$ cat config.mk
export PLATFORM = sky130hd
export DESIGN_NAME = div_seq
export DESIGN_NICKNAME = d
export VERILOG_FILES = /design/src/rtl/div_seq_pkg.sv /design/src/rtl/div_step.sv /design/src/rtl/div_seq.sv
export SDC_FILE = /design/constraint.sdc
export NUM_CORES = 1
export LEC_CHECK = 0
export ABC_AREA = 1
export ABC_CLOCK_PERIOD_IN_PS = 4780
export BUFFER_PORTS_ARGS = -buffer_cell sky130_fd_sc_hd__buf_2
export CAP_MARGIN = 25
export CORE_UTILIZATION = 61
export CTS_CLUSTER_SIZE = 40
export DETAILED_ROUTE_END_ITERATION = 12
export MAX_ROUTING_LAYER = met4
export PLACE_DENSITY = 0.9
export SLEW_MARGIN = 20
export SYNTH_ARGS = -nofsm -noshare
export SYNTH_HDL_FRONTEND = slang
export SYNTH_SLANG_ARGS = --single-unit
$ cat constraint.sdc
create_clock -name clk_i -period 4.78 [get_ports clk_i]
set_input_delay 0.478 -clock clk_i [delete_from_list [all_inputs] [get_ports clk_i]]
set_output_delay 0.478 -clock clk_i [all_outputs]
set_load 0.03 [all_outputs]
$ cat src/rtl/div_seq_pkg.sv
// Shared definitions for the iterative EX-stage divider: FSM encodings,
// iteration count and the decode bits carried from ID to EX.
package div_seq_pkg;

  typedef enum logic [1:0] {
    DIV_IDLE = 2'd0,
    DIV_CALC = 2'd1,
    DIV_DONE = 2'd2
  } div_state_e;

  localparam int DIV_ITER = 32;

  // Divider decode bits as they travel on the ID->EX bus
  typedef struct packed {
    logic div_signed;
    logic div_mod;
  } id2ex_div_t;

endpackage

$ cat src/rtl/div_step.sv
// One restoring-division step: shift in the next dividend bit, trial-subtract
// the divisor magnitude and keep the difference when it does not go negative.
module div_step #(
  parameter int DATA_W = 32
) (
  input  logic [DATA_W-1:0] rem,
  input  logic              dividend_msb,
  input  logic [DATA_W-1:0] divisor,
  output logic [DATA_W-1:0] rem_nxt,
  output logic              q_bit
);

  logic [DATA_W:0] shifted;
  logic [DATA_W:0] trial;

  // rem < divisor holds on entry, so the difference always fits in DATA_W+1
  // signed bits and its top bit is a true sign.
  assign shifted = {rem, dividend_msb};
  assign trial   = shifted - {1'b0, divisor};
  assign q_bit   = ~trial[DATA_W];
  assign rem_nxt = q_bit ? trial[DATA_W-1:0] : shifted[DATA_W-1:0];

endmodule

$ cat src/rtl/div_seq.sv
// Iterative 32-bit divider for div.w/mod.w/div.wu/mod.wu: one quotient bit per
// cycle, early finish on divide-by-zero, cancellable by flush.
module div_seq
  import div_seq_pkg::*;
#(
  parameter int DATA_W = 32,
  parameter int CNT_W  = 6
) (
  input  logic              clk_i,
  input  logic              rst_i,
  input  logic              div_start_i,
  input  logic              div_signed_i,
  input  logic              div_mod_i,
  input  logic [DATA_W-1:0] div_opd1_i,
  input  logic [DATA_W-1:0] div_opd2_i,
  input  logic              flush_i,
  output logic              div_busy_o,
  output logic              div_end_o,
  output logic [DATA_W-1:0] div_result_o
);

  div_state_e        state_q, state_d;
  logic [CNT_W-1:0]  cnt_q;
  logic [DATA_W-1:0] rem_q, quo_q, dvs_q, result_q;
  logic              signed_q, mod_q, sign1_q, sign2_q;

  logic [DATA_W-1:0] rem_nxt, quo_nxt, mag1, mag2, result_fin;
  logic              q_bit, last_step, div_zero;

  function automatic logic [DATA_W-1:0] neg_if(input logic [DATA_W-1:0] v,
                                               input logic              c);
    return c ? -v : v;
  endfunction

  assign mag1      = neg_if(div_opd1_i, div_signed_i & div_opd1_i[DATA_W-1]);
  assign mag2      = neg_if(div_opd2_i, div_signed_i & div_opd2_i[DATA_W-1]);
  assign div_zero  = (div_opd2_i == '0);
  assign last_step = (cnt_q == CNT_W'(1));

  div_step #(.DATA_W(DATA_W)) u_step (
    .rem         (rem_q),
    .dividend_msb(quo_q[DATA_W-1]),
    .divisor     (dvs_q),
    .rem_nxt     (rem_nxt),
    .q_bit       (q_bit)
  );

  assign quo_nxt = {quo_q[DATA_W-2:0], q_bit};

  // Remainder follows the dividend sign; quotient negates on differing signs
  assign result_fin = mod_q ? neg_if(rem_nxt, signed_q & sign1_q)
                            : neg_if(quo_nxt, signed_q & (sign1_q ^ sign2_q));

  always_ff @(posedge clk_i or posedge rst_i) begin
    if (rst_i) state_q <= DIV_IDLE;
    else       state_q <= state_d;
  end

  always_comb begin
    state_d    = state_q;
    div_busy_o = 1'b0;
    div_end_o  = 1'b0;
    case (state_q)
      DIV_IDLE: if (div_start_i) state_d = div_zero ? DIV_DONE : DIV_CALC;
      DIV_CALC: begin
        div_busy_o = 1'b1;
        if (last_step) state_d = DIV_DONE;
      end
      DIV_DONE: begin
        div_busy_o = 1'b1;
        div_end_o  = 1'b1;
        state_d    = DIV_IDLE;
      end
      default: state_d = DIV_IDLE;
    endcase
    if (flush_i) state_d = DIV_IDLE;
  end

  always_ff @(posedge clk_i or posedge rst_i) begin
    if (rst_i) begin
      cnt_q    <= '0;
      rem_q    <= '0;
      quo_q    <= '0;
      dvs_q    <= '0;
      result_q <= '0;
      signed_q <= 1'b0;
      mod_q    <= 1'b0;
      sign1_q  <= 1'b0;
      sign2_q  <= 1'b0;
    end else if (!flush_i) begin
      case (state_q)
        DIV_IDLE: if (div_start_i) begin
          signed_q <= div_signed_i;
          mod_q    <= div_mod_i;
          sign1_q  <= div_opd1_i[DATA_W-1];
          sign2_q  <= div_opd2_i[DATA_W-1];
          quo_q    <= mag1;
          dvs_q    <= mag2;
          rem_q    <= '0;
          cnt_q    <= CNT_W'(DATA_W);
          // Divide-by-zero: all-ones quotient, dividend returned untouched
          if (div_zero) result_q <= div_mod_i ? div_opd1_i : '1;
        end
        DIV_CALC: begin
          rem_q <= rem_nxt;
          quo_q <= quo_nxt;
          cnt_q <= cnt_q - CNT_W'(1);
          if (last_step) result_q <= result_fin;
        end
        default: ;
      endcase
    end
  end

  assign div_result_o = result_q;

endmodule

==> impl_metrics.toml, run 1 <==
[run_status]
status = "finished, final reports clean"

[logic_synthesis]
yosysTopAreaCell = "dfrtp_1"
netlist_instances = 2144
ys.flop_type = "dfrtp_1"
synth_fp_nets = 2256
synth-edff-count = 0
yosys_register_bits = 140
post_synth.cell_area_avg_um2 = 6.05
syn_area_um2 = 13000
postSynth.asyncResetShare_pct = 100
synthTopCellsByArea = "dfrtp_1 27%, nand2_1 21%, inv_1 8.6%, nand3_1 5.6%, o21ai_0 5.4%"
yosysWarningCount = 0
ys_types = 53
seq_area_frac_synth_pct = 27.0
synth_top_area_share_pct = 27.0

[floorplan]
coreArea_um2 = 20600
die_y_um = 148
dieWidth_um = 148
die_area_um2 = 21900
fp-row-count = 52
pin_count = 104
start_util_pct = 63.1

[clock_tree]
cts.htree.levels = 4
clk_latency_ns = 0.44
cts_sinks = 140
ctsResizeCount = 0
cts_setup_buffers = 0
holdBufCountCts = 0
root_buffer = "clkbuf_16"
cts_tree = "done"
clockBufferDepth = 2
cts_buffers = 17
clk_pin_slew_ns = 0.06

[run]
drv_cap = 0

[worst_setup_path]
cp_top_family = "simple AND/OR/NAND/NOR gates"
path_common_cell = "nand2_1"
path_class = "reg2reg"
timing.rr.end = "div_result_o[22]"
cp-end-kind = "register"
required_ns = 5.11
cp_max_fo = 50
critPathMaxStageDelay_ns = 0.47
cp.arrival_ns = 4.72
start_kind = "register"
crit_slowest_cell = "buf_4"
r2r_setup_slack_ns = 0.39
critPathBufInv = 3
reg2regPathDepth = 26
r2r-start = "quo_q[31]"

[layout]
regArea_um2 = 3500
diodes = 0
post_route_cells_drive_above_1_share_pct = 10.7
nets = 2322
multi_input_area_um2 = 7970
n_fill_cell = 1890
synthToLayoutAreaGrowth_pct = 9.34

[sta]
hold_viol_final = 0
setup_violations = 0
fin_crit_ns = 4.39
setup_tns_ns = 0
fin_crit_sh_pct = 91.8
rsz0062_at_grt = "no"
finalClockSkew_ns = 0.00877
drv_slew = 0
fmax_ghz = 0.228
max_slew_margin_pct = 41.5
worst_pin_slew_ns = 0.874

[drt]
first_iter_violations = 1695
via_per_inst = 5.88
wl_um = 44300
wl_per_cell_um = 17.8
antenna_left = 0
dr_total_vias = 14651
drc = 0
dr.pass1.iters = 6

[grt]
grt_pass1_vias = 13349
antenna_found_initial = 0
grt_usage_pct = 42.7
grt_start_max_net_pins = 111
gr-total-overflow = 0
grt_pass1_wl_um = 70400

[placed_design]
routabilityCongestion = 1.03
io_buffers = 103
dp_hpwl_um = 33600

[hold_path]
min_path_type = "in2async"
## cell usage after synthesis, types with 11 or more instances
cell,count
inv_1,298
clkbuf_1,46
dfrtp_1,140
nor3_1,42
o21ai_0,140
xnor2_1,11
nand4_1,19
nor2_1,186
nand2_2,32
a21oi_1,100
nor2_2,12
o221ai_1,16
o22ai_1,35
nand3_1,145
nand2_1,715
ha_1,41
xor2_1,37
## layout by cell type (no fill, tap or decap), types with 41 or more instances in the layout
master / Yosys / final
nand3_1: 145 / 144
dfrtp_1: 140 / 140
inv_1: 298 / 296
nor2_1: 186 / 186
nand2_1: 715 / 714
buf_2: 6 / 103
nor3_1: 42 / 42
o21ai_0: 140 / 140
ha_1: 41 / 41
a21oi_1: 100 / 100
## worst max path at each step
stage	startpoint	to	depth (start not counted)
finish	quo_q[31]	div_result_o[22]	26
detailed placement	quo_q[31]	div_result_o[22]	26
floorplan	rst_i	cnt_q[0]	1
CTS	quo_q[31]	div_result_o[14]	26
global route	quo_q[31]	div_result_o[26]	28
global placement	quo_q[31]	div_result_o[22]	26
## metrics by stage
step                cells  utilization [%]  hold slack [ns]  worst slack [ns]  area [um2]
floorplan            2144                -            0.453             0.549       13000
global placement     2460             66.1            0.459             0.689       13600
detailed placement   2460             66.1            0.462             0.549       13600
CTS                  2491             68.9            0.305             0.540       14200
global route         2492             69.0            0.261            0.0591       14200
finish               2492             69.0            0.182             0.390       14200
## layer usage
layer	up-vias	track usage [%]	part of all wire [%]
li1	6990	-	-
met1	6706	61.1	44
met2	869	61.1	42
met3	86	8.24	11
met4	0	12.0	2.2
met5	-	-	0
## state kept, by name, summed over array words and instances, names as in the netlist
| register | flops |
|---|---|
| div_result_o | 32 |
| dvs_q | 32 |
| quo_q | 32 |
| rem_q | 32 |
| cnt_q | 6 |
| state_q | 2 |
| mod_q | 1 |
| sign1_q | 1 |
| sign2_q | 1 |
| signed_q | 1 |
## area by class of cell
cell class	count	share of cell area (%)
clock inverters	13	1.01
flip-flops and latches	140	24.7
well taps	270	2.38
inverters	311	8.29
multi-input cells	1624	56.2
clock buffers	18	3.02
repair buffers	116	4.41
## cells by family after synthesis
logic type / Yosys count / share of synthesized area (%)
adders and majority gates: 42 / 4.11
buffers and inverters: 380 / 11.6
and+or+nand+nor: 1202 / 39.7
DFF: 140 / 27.0
AOI/OAI and AO/OA: 332 / 14.4
xor gates and xnor gates: 48 / 3.24
Power of run 1 is not shown: default switching activity piles up to over one toggle a cycle in this logic, so the estimate is an artifact.
==> run 2, diff against run 1 <==
--- a/config.mk
+++ b/config.mk
@@ -14,6 +14,7 @@
 export DETAILED_ROUTE_END_ITERATION = 12
 export MAX_ROUTING_LAYER = met4
 export PLACE_DENSITY = 0.9
+export SETUP_SLACK_MARGIN = 0.02
 export SLEW_MARGIN = 20
 export SYNTH_ARGS = -nofsm -noshare
 export SYNTH_HDL_FRONTEND = slang
==> constraint.sdc (replaced) <==
create_clock -name clk_i -period 4.78 [get_ports clk_i]
set_input_delay 0 -clock clk_i [delete_from_list [all_inputs] [get_ports clk_i]]
set_output_delay 0 -clock clk_i [all_outputs]
set_load 0.03 [all_outputs]
==> run 2 against run 1 <==
  * Clock skew is 0.0098 ns higher
  * Sequential share of layout area is 0.92 points lower
  * Cell area is 3.9% higher
  * Worst setup slack better by 0.044 ns
  * Critical path depth is 2 higher
  * Routed wire length is 6.1% higher
  * First-iteration DRC count is 5.1% higher
  * Via count is 3.8% higher
  * Die area stayed put
  * Largest cell class unchanged
==> impl_metrics.toml, run 2 (synthesis results as in run 1) <==
[drt]
dr_total_vias = 15212
antenna_left = 0
drc = 0
first_iter_violations = 1782
dr.pass1.iters = 6
via_per_inst = 5.97
wl_um = 47000
wl_per_cell_um = 18.4

[grt]
gr-total-overflow = 0
grt_start_max_net_pins = 102
antenna_found_initial = 1
grt_pass1_wl_um = 74400
grt_usage_pct = 45.2
grt_pass1_vias = 14020

[floorplan]
fp-row-count = 52
dieWidth_um = 148
pin_count = 104
start_util_pct = 63.1
die_area_um2 = 21900
coreArea_um2 = 20600
die_y_um = 148

[worst_setup_path]
critPathMaxStageDelay_ns = 0.48
path_class = "reg2reg"
cp_top_family = "simple AND/OR/NAND/NOR gates"
required_ns = 5.11
critPathBufInv = 3
timing.rr.end = "div_result_o[26]"
cp-end-kind = "register"
reg2regPathDepth = 28
critPathCapture = "div_result_o[26]"
r2r-start = "quo_q[31]"
crit_path_start = "quo_q[31]"
cp.arrival_ns = 4.68
r2r_setup_slack_ns = 0.43
cp_max_fo = 50
start_kind = "register"
crit_slowest_cell = "buf_4"
path_common_cell = "nand2_1"
path_depth = 28

[sta]
setup_violations = 0
max_slew_margin_pct = 37.7
fin_ws_ns = 0.434
setup_tns_ns = 0
drv_slew = 0
rsz0062_at_grt = "no"
fin_crit_sh_pct = 90.9
hold_viol_final = 0
fin_crit_ns = 4.35
worst_pin_slew_ns = 0.934
finalClockSkew_ns = 0.0186
fmax_ghz = 0.230

[clock_tree]
clockBufferDepth = 2
cts_tree = "done"
cts.htree.levels = 4
cts_buffers = 17
clk_latency_ns = 0.45
cts_setup_buffers = 0
root_buffer = "clkbuf_16"
cts_sinks = 140
clk_pin_slew_ns = 0.07

[layout]
nets = 2376
final_cell_mix = "714 x nand2_1, 296 x inv_1, 186 x nor2_1"
fin_util_pct = 71.7
n_fill_cell = 1738
synthToLayoutAreaGrowth_pct = 13.6
post_route_cells_drive_above_1_share_pct = 10.5
design_area_um2 = 14700
layout.cells.most_common = "nand2_1"

[hold_path]
min_path_type = "in2reg"

[placed_design]
routabilityCongestion = 1.01
place_ws_ns = 0.592
dp_hpwl_um = 33800
dpl_cell_area_um2 = 13600
io_buffers = 103

[run]
drv_cap = 0

[run_status]
status = "finished, final reports clean"
[run 2: changes by cell type in the layout (fill, tap and decap cells not counted)]
| cell | before | now |
|---|---|---|
| diode_2 | 0 | 1 |
| clkinv_2 | 3 | 1 |
| buf_4 | 12 | 13 |
| clkbuf_8 | 0 | 2 |
| inv_8 | 1 | 3 |
| bufinv_16 | 2 | 1 |
| clkinvlp_4 | 4 | 3 |
| clkinv_4 | 2 | 3 |
| dlygate4sd3_1 | 0 | 53 |
[run 2: timing repair]
| action | in CTS | in global routing |
|---|---|---|
| gates resized for setup | 0 | 0 |
| hold endpoints to repair | 161 | 0 |
| hold buffers | 53 | 0 |
| setup endpoints to repair | 0 | 0 |
[run 2: routing by layer]
| layer | global-route usage (%) | wire length, um | up-vias |
|---|---|---|---|
| met1 | 61.6 | 19600 | 6948 |
| met3 | 9.41 | 5610 | 130 |
| met5 | - | 0 | - |
| met2 | 67.4 | 20500 | 1033 |
| met4 | 13.2 | 1180 | 0 |
| li1 | - | - | 7101 |
[run 2: worst reg2reg max path: cells and delay by family, from the launching register on]
family                     cells  cell delay [ns]
and+or+nand+nor               22             2.39
adders and majority gates      3             0.81
buffers and inverters          3             0.66
DFF                            1             0.37
[run 2: worst min path at each step]
| stage | startpoint | endpoint | slack (ns) | depth (start not counted) |
|---|---|---|---|---|
| after floorplan | div_opd2_i[31] | sign2_q | 0.13 | 2 |
| after global placement | div_opd2_i[31] | sign2_q | 0.26 | 3 |
| after detailed placement | rst_i | dvs_q[26] | 0.27 | 2 |
| after CTS | div_opd2_i[14] | dvs_q[14] | 0.0005 | 4 |
| after global routing | div_opd1_i[3] | quo_q[3] | 0.03 | 5 |
| final | div_opd1_i[9] | div_result_o[9] | 0.02 | 5 |
[run 2: final cells by class]
type	instances	area, um2	area share [%]
Multi-Input combinational cell	1624	7970	54.1
Sequential cell	140	3500	23.8
Inverter	311	1170	7.96
Timing Repair Buffer	170	1160	7.89
Clock buffer	20	457	3.10
Tap cell	270	338	2.29
Clock inverter	12	130	0.883
Antenna cell	1	2.50	0.0170
[run 2: stage by stage]
| step | std cells | hold slack, ns |
|---|---|---|
| final | 2548 | 0.0216 |
| after global routing | 2548 | 0.0320 |
| after CTS | 2546 | 0.000463 |
| after detailed placement | 2461 | 0.266 |
| after global placement | 2461 | 0.263 |
| after floorplan | 2144 | 0.128 |
Power of run 2 is left out for the same reason.
==> run 3, diff against run 2 <==
--- a/config.mk
+++ b/config.mk
@@ -14,6 +14,7 @@
 export DETAILED_ROUTE_END_ITERATION = 12
 export MAX_ROUTING_LAYER = met4
 export PLACE_DENSITY = 0.9
+export RECOVER_POWER = 100
 export SETUP_SLACK_MARGIN = 0.02
 export SLEW_MARGIN = 20
 export SYNTH_ARGS = -nofsm -noshare
==> run 3 against run 2 <==
  * The run now ends with max-capacitance violations, max-slew violations left
  * Utilization fell by 0.46 points
  * Final cell count did not move
  * Worst setup slack lost 0.037 ns
  * Critical path depth fell by 2
  * Clock skew fell by 0.0033 ns
  * Register-to-register slack got worse by 0.04 ns
  * Critical path type unchanged
==> impl_metrics.toml, run 3 (synthesis results as in run 1) <==
[worst_setup_path]
critPathMaxStageDelay_ns = 0.50
cp-end-kind = "register"
cp.arrival_ns = 4.71
cp_top_family = "simple AND/OR/NAND/NOR gates"
path_common_cell = "nand2_1"
path_class = "reg2reg"
cp_max_fo = 50
start_kind = "register"
critPathBufInv = 3
required_ns = 5.11
crit_slowest_cell = "buf_4"

[grt]
gr-total-overflow = 0
grt_start_max_net_pins = 102
antenna_found_initial = 1
grt_pass1_wl_um = 74400
grt_pass1_vias = 14020
grt_usage_pct = 45.2

[sta]
drv_slew = 288
worst_pin_slew_ns = 2.50
finalClockSkew_ns = 0.0152
fmax_ghz = 0.228
hold_viol_final = 0
max_slew_margin_pct = -66.9
fin_ws_ns = 0.397
setup_tns_ns = 0
fin_crit_sh_pct = 91.7
rsz0062_at_grt = "no"
fin_crit_ns = 4.38
setup_violations = 0

[drt]
wl_um = 47000
drc = 0
antenna_left = 0
first_iter_violations = 1946
dr_total_vias = 15267
dr.pass1.iters = 6
via_per_inst = 5.99
wl_per_cell_um = 18.4

[floorplan]
coreArea_um2 = 20600
fp-row-count = 52
dieWidth_um = 148
die_area_um2 = 21900
pin_count = 104
start_util_pct = 63.1
die_y_um = 148

[placed_design]
dp_hpwl_um = 33800
io_buffers = 103
place_ws_ns = 0.592
routabilityCongestion = 1.01
dp_cells = 2461

[clock_tree]
cts_buffers = 17
cts_sinks = 140
cts.htree.levels = 4
cts_setup_buffers = 0
root_buffer = "clkbuf_16"
clockBufferDepth = 2
cts_tree = "done"
clk_latency_ns = 0.44
clk_pin_slew_ns = 0.07

[layout]
final_cell_mix = "718 x nand2_1, 296 x inv_1, 187 x nor2_1"
instances_no_fill = 2548
post_route_cells_drive_above_1_share_pct = 8.48
fin_util_pct = 71.2
nets = 2376
layout.cells.most_common = "nand2_1"
synthToLayoutAreaGrowth_pct = 12.9

[run_status]
violations = "max-capacitance violations, max-slew violations"
status = "complete, but fails checks"

[hold_path]
min_path_type = "in2reg"

[run]
drv_cap = 4
## run 3: final timing paths
| check | start | endpoint | slack, ns | depth (start not counted) |
|---|---|---|---|---|
| setup / recovery | quo_q[31] | div_result_o[16] | 0.40 | 26 |
| hold / removal | div_opd1_i[18] | quo_q[18] | 0.02 | 5 |
| setup reg to reg | quo_q[31] | div_result_o[16] | 0.40 | 26 |
| hold reg to reg | div_result_o[5] | div_result_o[5] | 0.48 | 2 |
| max in group asynchronous | rst_i | rem_q[7] | 0.98 | 4 |
| min in group asynchronous | rst_i | cnt_q[5] | 0.87 | 3 |
## run 3: through the flow
step	hold WS, ns	instance area [um2]
2_1_floorplan	0.128	13000
3_3_place_gp	0.263	13600
3_5_place_dp	0.266	13600
4_1_cts	0.000463	14700
5_1_grt	0.0320	14600
6_report	0.0229	14600
## run 3: repair_timing
| item | in CTS | in global routing |
|---|---|---|
| hold endpoints to repair | 161 | 0 |
| resized for setup | 0 | 0 |
| hold buffers | 53 | 0 |
## run 3: final cells by class
class | instances | area, um2
sequential | 140 | 3500
clock inverter | 12 | 130
fill | 1774 | 5910
clock buffer | 20 | 457
inverter | 311 | 1170
antenna | 1 | 2.50
tap | 270 | 338
timing repair buffer | 170 | 1110
multi-input combinational | 1624 | 7930
## run 3: worst register-to-register path: stages, from the launching register on
cell and delay [ns]:
dfrtp_1 0.37, inv_1 0.11, ha_1 0.15, inv_1 0.07, fa_1 0.40, nand2_1 0.08
nand2_1 0.08, nand3_1 0.11, nand2_2 0.10, nand2_2 0.09, nand2_4 0.06, nand2_4 0.08
nand3_2 0.17, nand2_1 0.19, buf_4 0.50, nand2_1 0.10, nand2_1 0.18, ha_1 0.26
nand3_4 0.13, nor2_1 0.24, nand2_1 0.13, nand2_1 0.20, a21oi_1 0.09, o21ai_0 0.13
nand2_1 0.11, nand2_1 0.09, nand2_1 0.05
## run 3: routing by layer
layer / GRT usage [%] / vias up / wire length (um)
li1: - / 7093 / -
met1: 61.6 / 6964 / 19400
met2: 67.4 / 1073 / 20400
met3: 9.41 / 137 / 5810
met4: 13.2 / 0 / 1340
met5: - / - / 0
Power of run 3 is left out for the same reason.
